==> config.mk <==
export PLATFORM = sky130hd
export DESIGN_NAME = ram_bist_seq_flat
export DESIGN_NICKNAME = d
export VERILOG_FILES = /design/src/rtl/ram_bist_if.sv /design/src/rtl/ram_bist_seq.sv /design/src/flat_wrapper.sv
export SDC_FILE = /design/constraint.sdc
export NUM_CORES = 1
export LEC_CHECK = 0
export ABC_AREA = 0
export BUFFER_PORTS_ARGS = -buffer_cell sky130_fd_sc_hd__buf_2
export CAP_MARGIN = 20
export CORE_MARGIN = 5
export CORE_UTILIZATION = 62
export CTS_BUF_LIST = sky130_fd_sc_hd__clkbuf_4
export DETAILED_ROUTE_END_ITERATION = 10
export PLACE_DENSITY = 0.94
export SYNTH_ARGS = -nofsm -noshare
export SYNTH_HDL_FRONTEND = slang
export SYNTH_SLANG_ARGS = --single-unit
==> constraint.sdc <==
create_clock -name clk -period 8.95 [get_ports clk]
set_input_delay 0.895 -clock clk [delete_from_list [all_inputs] [get_ports clk]]
set_output_delay 0.895 -clock clk [all_outputs]
set_load 0.005 [all_outputs]
==> src/rtl/ram_bist_if.sv <==
// RAM-side bus between the BIST sequencer (master) and the RAM (slave).
interface ram_bist_if #(
  parameter int AW = 6,
  parameter int DW = 8
);
  logic [DW-1:0] ram_data;
  logic [AW-1:0] ram_addr;
  logic          ram_wr;
  logic [DW-1:0] ram_q;

  modport master (
    output ram_data,
    output ram_addr,
    output ram_wr,
    input  ram_q
  );

  modport slave (
    input  ram_data,
    input  ram_addr,
    input  ram_wr,
    output ram_q
  );
endinterface

==> src/rtl/ram_bist_seq.sv <==
// BIST sequencer/checker for a single-port RAM: writes a seeded incrementing
// pattern to every word, reads everything back, counts mismatches and reports
// pass/fail plus the first failing address.
module ram_bist_seq #(
  parameter int AW     = 6,
  parameter int DW     = 8,
  parameter int RD_LAT = 1
) (
  input  logic          clk,
  input  logic          rst,
  input  logic          start,
  input  logic [DW-1:0] seed,
  ram_bist_if.master    ram,
  output logic          busy,
  output logic          done,
  output logic          pass,
  output logic [AW:0]   err_count,
  output logic [AW-1:0] err_addr
);

  localparam int            DEPTH = 1 << AW;
  localparam logic [AW-1:0] LAST  = AW'(DEPTH - 1);
  localparam int            DCW   = 3;

  typedef enum logic [2:0] {
    IDLE,
    WRITE,
    READ,
    DRAIN,
    DONE
  } state_t;

  state_t        state;
  state_t        state_n;

  logic [AW-1:0] addr_r;
  logic [AW-1:0] addr_n;
  logic [DW-1:0] data_r;
  logic [DW-1:0] data_n;
  logic          wr_r;
  logic          wr_n;
  logic          busy_n;
  logic          done_n;
  logic          pass_n;
  logic [AW:0]   err_n;
  logic [AW-1:0] eaddr_n;
  logic [DW-1:0] seed_q;
  logic [DW-1:0] seed_n;
  logic [DCW-1:0] dcnt;
  logic [DCW-1:0] dcnt_n;

  // Read-issue tracking: one entry per read address, aligned with ram_q at the tap.
  logic          rd_vld_p  [RD_LAT];
  logic [AW-1:0] rd_addr_p [RD_LAT];
  logic          miss;

  // Expected pattern word; the sum wraps modulo 2**DW by construction.
  function automatic logic [DW-1:0] exp_word(input logic [DW-1:0] s,
                                             input logic [AW-1:0] a);
    return s + DW'(a);
  endfunction

  assign ram.ram_data = data_r;
  assign ram.ram_addr = addr_r;
  assign ram.ram_wr   = wr_r;

  // Compare the read data at the tap against the pattern for its address.
  always_comb begin
    miss = rd_vld_p[RD_LAT-1] &&
           (ram.ram_q != exp_word(seed_q, rd_addr_p[RD_LAT-1]));
  end

  // Next-state and next-output logic; every output is registered below.
  always_comb begin
    state_n = state;
    addr_n  = addr_r;
    data_n  = data_r;
    wr_n    = 1'b0;
    busy_n  = busy;
    done_n  = 1'b0;
    pass_n  = pass;
    seed_n  = seed_q;
    dcnt_n  = dcnt;
    err_n   = err_count + {{AW{1'b0}}, miss};
    eaddr_n = (miss && (err_count == '0)) ? rd_addr_p[RD_LAT-1] : err_addr;

    unique case (state)
      IDLE: begin
        if (start) begin
          state_n = WRITE;
          seed_n  = seed;
          addr_n  = '0;
          data_n  = seed;
          wr_n    = 1'b1;
          busy_n  = 1'b1;
          pass_n  = 1'b0;
          err_n   = '0;
          eaddr_n = '0;
        end
      end
      WRITE: begin
        if (addr_r == LAST) begin
          state_n = READ;
          addr_n  = '0;
        end else begin
          addr_n  = addr_r + 1'b1;
          data_n  = exp_word(seed_q, addr_r + 1'b1);
          wr_n    = 1'b1;
        end
      end
      READ: begin
        if (addr_r == LAST) begin
          state_n = DRAIN;
          dcnt_n  = '0;
        end else begin
          addr_n  = addr_r + 1'b1;
        end
      end
      DRAIN: begin
        // The final read result reaches the tap on the last drain cycle, so
        // the pass decision must include this cycle's compare.
        if (dcnt == DCW'(RD_LAT - 1)) begin
          state_n = DONE;
          busy_n  = 1'b0;
          done_n  = 1'b1;
          pass_n  = (err_n == '0);
        end else begin
          dcnt_n  = dcnt + 1'b1;
        end
      end
      DONE: begin
        state_n = IDLE;
      end
      default: begin
        state_n = IDLE;
      end
    endcase
  end

  // State register.
  always_ff @(posedge clk) begin
    if (rst) begin
      state <= IDLE;
    end else begin
      state <= state_n;
    end
  end

  // Registered RAM drive, status outputs and read-issue valid bits.
  always_ff @(posedge clk) begin
    if (rst) begin
      addr_r    <= '0;
      data_r    <= '0;
      wr_r      <= 1'b0;
      busy      <= 1'b0;
      done      <= 1'b0;
      pass      <= 1'b0;
      err_count <= '0;
      err_addr  <= '0;
      dcnt      <= '0;
      for (int i = 0; i < RD_LAT; i++) begin
        rd_vld_p[i] <= 1'b0;
      end
    end else begin
      addr_r    <= addr_n;
      data_r    <= data_n;
      wr_r      <= wr_n;
      busy      <= busy_n;
      done      <= done_n;
      pass      <= pass_n;
      err_count <= err_n;
      err_addr  <= eaddr_n;
      dcnt      <= dcnt_n;
      rd_vld_p[0] <= (state == READ);
      for (int i = 1; i < RD_LAT; i++) begin
        rd_vld_p[i] <= rd_vld_p[i-1];
      end
    end
  end

  // Latched seed and read-address pipeline; pure data, no reset needed.
  always_ff @(posedge clk) begin
    seed_q       <= seed_n;
    rd_addr_p[0] <= addr_r;
    for (int i = 1; i < RD_LAT; i++) begin
      rd_addr_p[i] <= rd_addr_p[i-1];
    end
  end

endmodule

==> src/flat_wrapper.sv <==
// flat-port wrapper written by rule: the top's interface ports become plain ports
module ram_bist_seq_flat 
#(
  parameter int AW     = 6,
  parameter int DW     = 8,
  parameter int RD_LAT = 1
)
  (clk, rst, start, seed, busy, done, pass, err_count, err_addr, ram_ram_data, ram_ram_addr, ram_ram_wr, ram_ram_q);
  ram_bist_if #(.AW(AW), .DW(DW)) ram_i ();
  input  logic clk;
  input  logic rst;
  input  logic start;
  input  logic [DW-1:0] seed;
  output logic busy;
  output logic done;
  output logic pass;
  output logic [AW:0] err_count;
  output logic [AW-1:0] err_addr;
  output wire logic [$bits(ram_i.ram_data)-1:0] ram_ram_data;
  output wire logic [$bits(ram_i.ram_addr)-1:0] ram_ram_addr;
  output wire logic [$bits(ram_i.ram_wr)-1:0] ram_ram_wr;
  input wire logic [$bits(ram_i.ram_q)-1:0] ram_ram_q;
  assign ram_ram_data = ram_i.ram_data;
  assign ram_ram_addr = ram_i.ram_addr;
  assign ram_ram_wr = ram_i.ram_wr;
  assign ram_i.ram_q = ram_ram_q;
  ram_bist_seq #(.AW(AW), .DW(DW), .RD_LAT(RD_LAT)) u_core (.clk(clk), .rst(rst), .start(start), .seed(seed), .ram(ram_i), .busy(busy), .done(done), .pass(pass), .err_count(err_count), .err_addr(err_addr));
endmodule
==> impl_metrics.toml <==
[finish]
area_delta_synth_final_pct = 11.1
fill_cells = 344
fin_cells = 396
nNetsFinal = 381
drive_gt1_frac = 0.192
insertedDiodeCount = 0

[setup_path]
rrSetupSlack_ns = 5.59
cp-end-kind = "register"
cp_common_cell = "ha_1"
slowest_stage = "edfxtp_1"
arrival_ns = 3.66
r2r_start = "u_core.seed_q[0]"
worst-setup-path-type = "register to register"
reg2reg_to = "u_core.pass"
startpoint_type = "register"
r2r_cells = 14
cpPeakStageDelay_ns = 0.44
cp.required_ns = 9.24
cp_max_fo = 6
path_cells = "ha_1 > fa_1 > a21o_1 > a21oi_1 > xnor2_1 > nor4_4 > a41oi_1 > ha_1 > ha_1 > nor4_1 > a31oi_1 > nor4_1 > o211ai_1 > a21oi_1"

[drt]
first_pass_iters = 5
post-route-drc-count = 0
wl_per_cell_um = 14.8
ant_nets = 0
first_iter_violations = 111
drt-total-wl_mm = 5.88
via_per_inst = 5.74
vias = 2272

[grt]
grt_max_degree = 27
first_global_vias = 2131
overflow = 0
grt_pass1_wl_mm = 9.76
grt_usage = 0.198
antenna_found_initial = 0

[synthesis]
ys_seq_area_frac = 0.401
yosys.area.top_type = "dfxtp_1"
synth.top_cells.by_area = "dfxtp_1, edfxtp_1, ha_1, xnor2_1, nor2_1"
postSynthAreaPerCell_um2 = 9.33
synth_commonest_cells = "dfxtp_1, nor2_1, nand2_1"
synthCells = 300
synth_cell_types = 47
syn_area_um2 = 2800
synth_edf_count = 8
yosys.area.top_type_share = 0.315
ys_ff_latch = 52
async_reset_ff_frac = 0
yosysMostFrequentCell = "dfxtp_1"
yosysWarnings = 0
synth_ff_type = "dfxtp_1"
syn_nets = 338

[sta]
fmax_mhz = 297
fin_crit_sh = 0.376
grt_setup_unrepaired = "false"
fin_crit_ns = 3.36
worstMarginPinSlew_ns = 0.944
fin_setup_tns_ns = 0
relSlewSlack = 0.368
slew_violations = 0
setup_viol = 0
clock_skew_ns = 0.0115
finalHoldViolCount = 0

[floorplan]
ios = 50
dieArea_um2 = 5960
start_util = 0.643
die_width_um = 77.2
die_y_um = 77.2
row_count = 24
fp.coreArea_um2 = 4350

[placed_design]
io_buffers = 49
place_inst = 388
gp_congestion = 0.816
dpl.hpwl_mm = 4.48

[clocking]
cts.repair.resized = 0
h-tree-depth = 2
cts_tree = "built"
path_clk_slew_ns = 0.13
clockBufferDepth = 2
clk_latency_ns = 0.36
root_buffer = "clkbuf_4"
clock-sinks = 52
ctsHoldBuffers = 0
cts_buffers = 5
cts_setup_buffers = 0

[run]
maxCapViolations = 0

[min_path]
worstHoldEndpoint = "u_core.rd_addr_p[0][0]"
hold_depth = 0
worstHoldStart = "u_core.ram.ram_addr[0]"
hold_class = "register to register"

[pwr]
power_uw = 417
power_density_nw_per_um2 = 134
max-vdd-ir-drop_v = 0.000115
leakage_nw = 1.36

[run_status]
outcome = "complete, no violations"
==> cell families (layout without fill, tap and decap cells) <==
kind of cell               count (synthesis)  after routing  share of synthesized area
and+or+nand+nor                          114            114                      0.203
AOI/OAI and AO/OA                         53             53                      0.139
DFF                                       52             52                      0.401
xor gates and xnor gates                  30             30                     0.0939
buffers and inverters                     20             64                     0.0291
adders and majority gates                 19             19                     0.0903
muxes                                     12             12                     0.0434
==> metrics by stage <==
step / utilization / cell area [um^2] / worst slack, ns / hold slack [ns]
2_1_floorplan: - / 2800 / 5.86 / 0.394
3_3_place_gp: 0.701 / 3050 / 5.76 / 0.392
3_5_place_dp: 0.701 / 3050 / 5.62 / 0.393
4_1_cts: 0.714 / 3110 / 5.58 / 0.411
5_1_grt: 0.714 / 3110 / 5.26 / 0.426
6_report: 0.714 / 3110 / 5.59 / 0.417
==> how the worst max path moves through the flow <==
stage | startpoint | end | slack [ns] | cells after the start
after detailed placement | u_core.seed_q[0] | u_core.pass | 5.62 | 14
after global routing | u_core.seed_q[0] | u_core.pass | 5.26 | 14
after CTS | u_core.seed_q[0] | u_core.pass | 5.58 | 14
after global placement | u_core.seed_q[0] | u_core.pass | 5.76 | 14
after floorplan | u_core.seed_q[0] | u_core.pass | 5.86 | 15
final | u_core.seed_q[0] | u_core.pass | 5.59 | 14
==> worst max-delay path, delay by kind of cell (launching register included) <==
| kind | cells | cell delay [ns] |
|---|---|---|
| fa+ha+maj | 4 | 1.22 |
| compound gates | 6 | 0.93 |
| simple gates | 3 | 0.61 |
| flops | 1 | 0.44 |
| xor+xnor | 1 | 0.12 |
==> flip-flops by register name, indices dropped and copies added (netlist names) <==
name and count:
u_core.ram.ram_data 8, u_core.rd_addr_p 6, u_core.dcnt 3, u_core.state 3, u_core.ram.ram_addr 6, u_core.ram.ram_wr 1, u_core.done 1, u_core.seed_q 8
u_core.rd_vld_p 1, u_core.err_count 7, u_core.pass 1, u_core.err_addr 6, u_core.busy 1
==> cell type report <==
type / instances / area [um^2] / share of cell area
clock buffer: 7 / 52.6 / 0.0169
clock inverter: 1 / 3.75 / 0.00121
inverter: 7 / 26.3 / 0.00845
multi-input combinational: 228 / 1600 / 0.513
sequential: 52 / 1120 / 0.361
tap: 52 / 65.1 / 0.0209
timing repair buffer: 49 / 245 / 0.0789
==> metal layers <==
metal	global-route usage	up-vias	share of wire
met1	0.255	1064	0.44
met5	0	-	0
met2	0.332	72	0.49
met3	0.0468	8	0.058
li1	-	1128	-
met4	0.0481	0	0.0095
==> layout by cell type, fill, tap and decap left out, types with 8 or more instances in the layout <==
| cell type | Yosys | routed |
|---|---|---|
| ha_1 | 17 | 17 |
| dfxtp_1 | 44 | 44 |
| a21oi_1 | 15 | 15 |
| a211oi_1 | 8 | 8 |
| nor3_1 | 8 | 8 |
| nor2_1 | 36 | 36 |
| buf_2 | 2 | 49 |
| nand3_1 | 11 | 11 |
| mux2i_1 | 11 | 11 |
| nor2b_1 | 8 | 8 |
| nand2_1 | 26 | 26 |
| edfxtp_1 | 8 | 8 |
| xnor2_1 | 23 | 23 |
==> report_power, final <==
group	internal, mW	total [mW]	switching, mW
clock network	0.0365	0.103	0.0670
logic	0.0267	0.0607	0.0340
registers	0.246	0.252	0.00697
total	0.309	0.417	0.108
No activity file was read; power rests on OpenSTA's default activity.
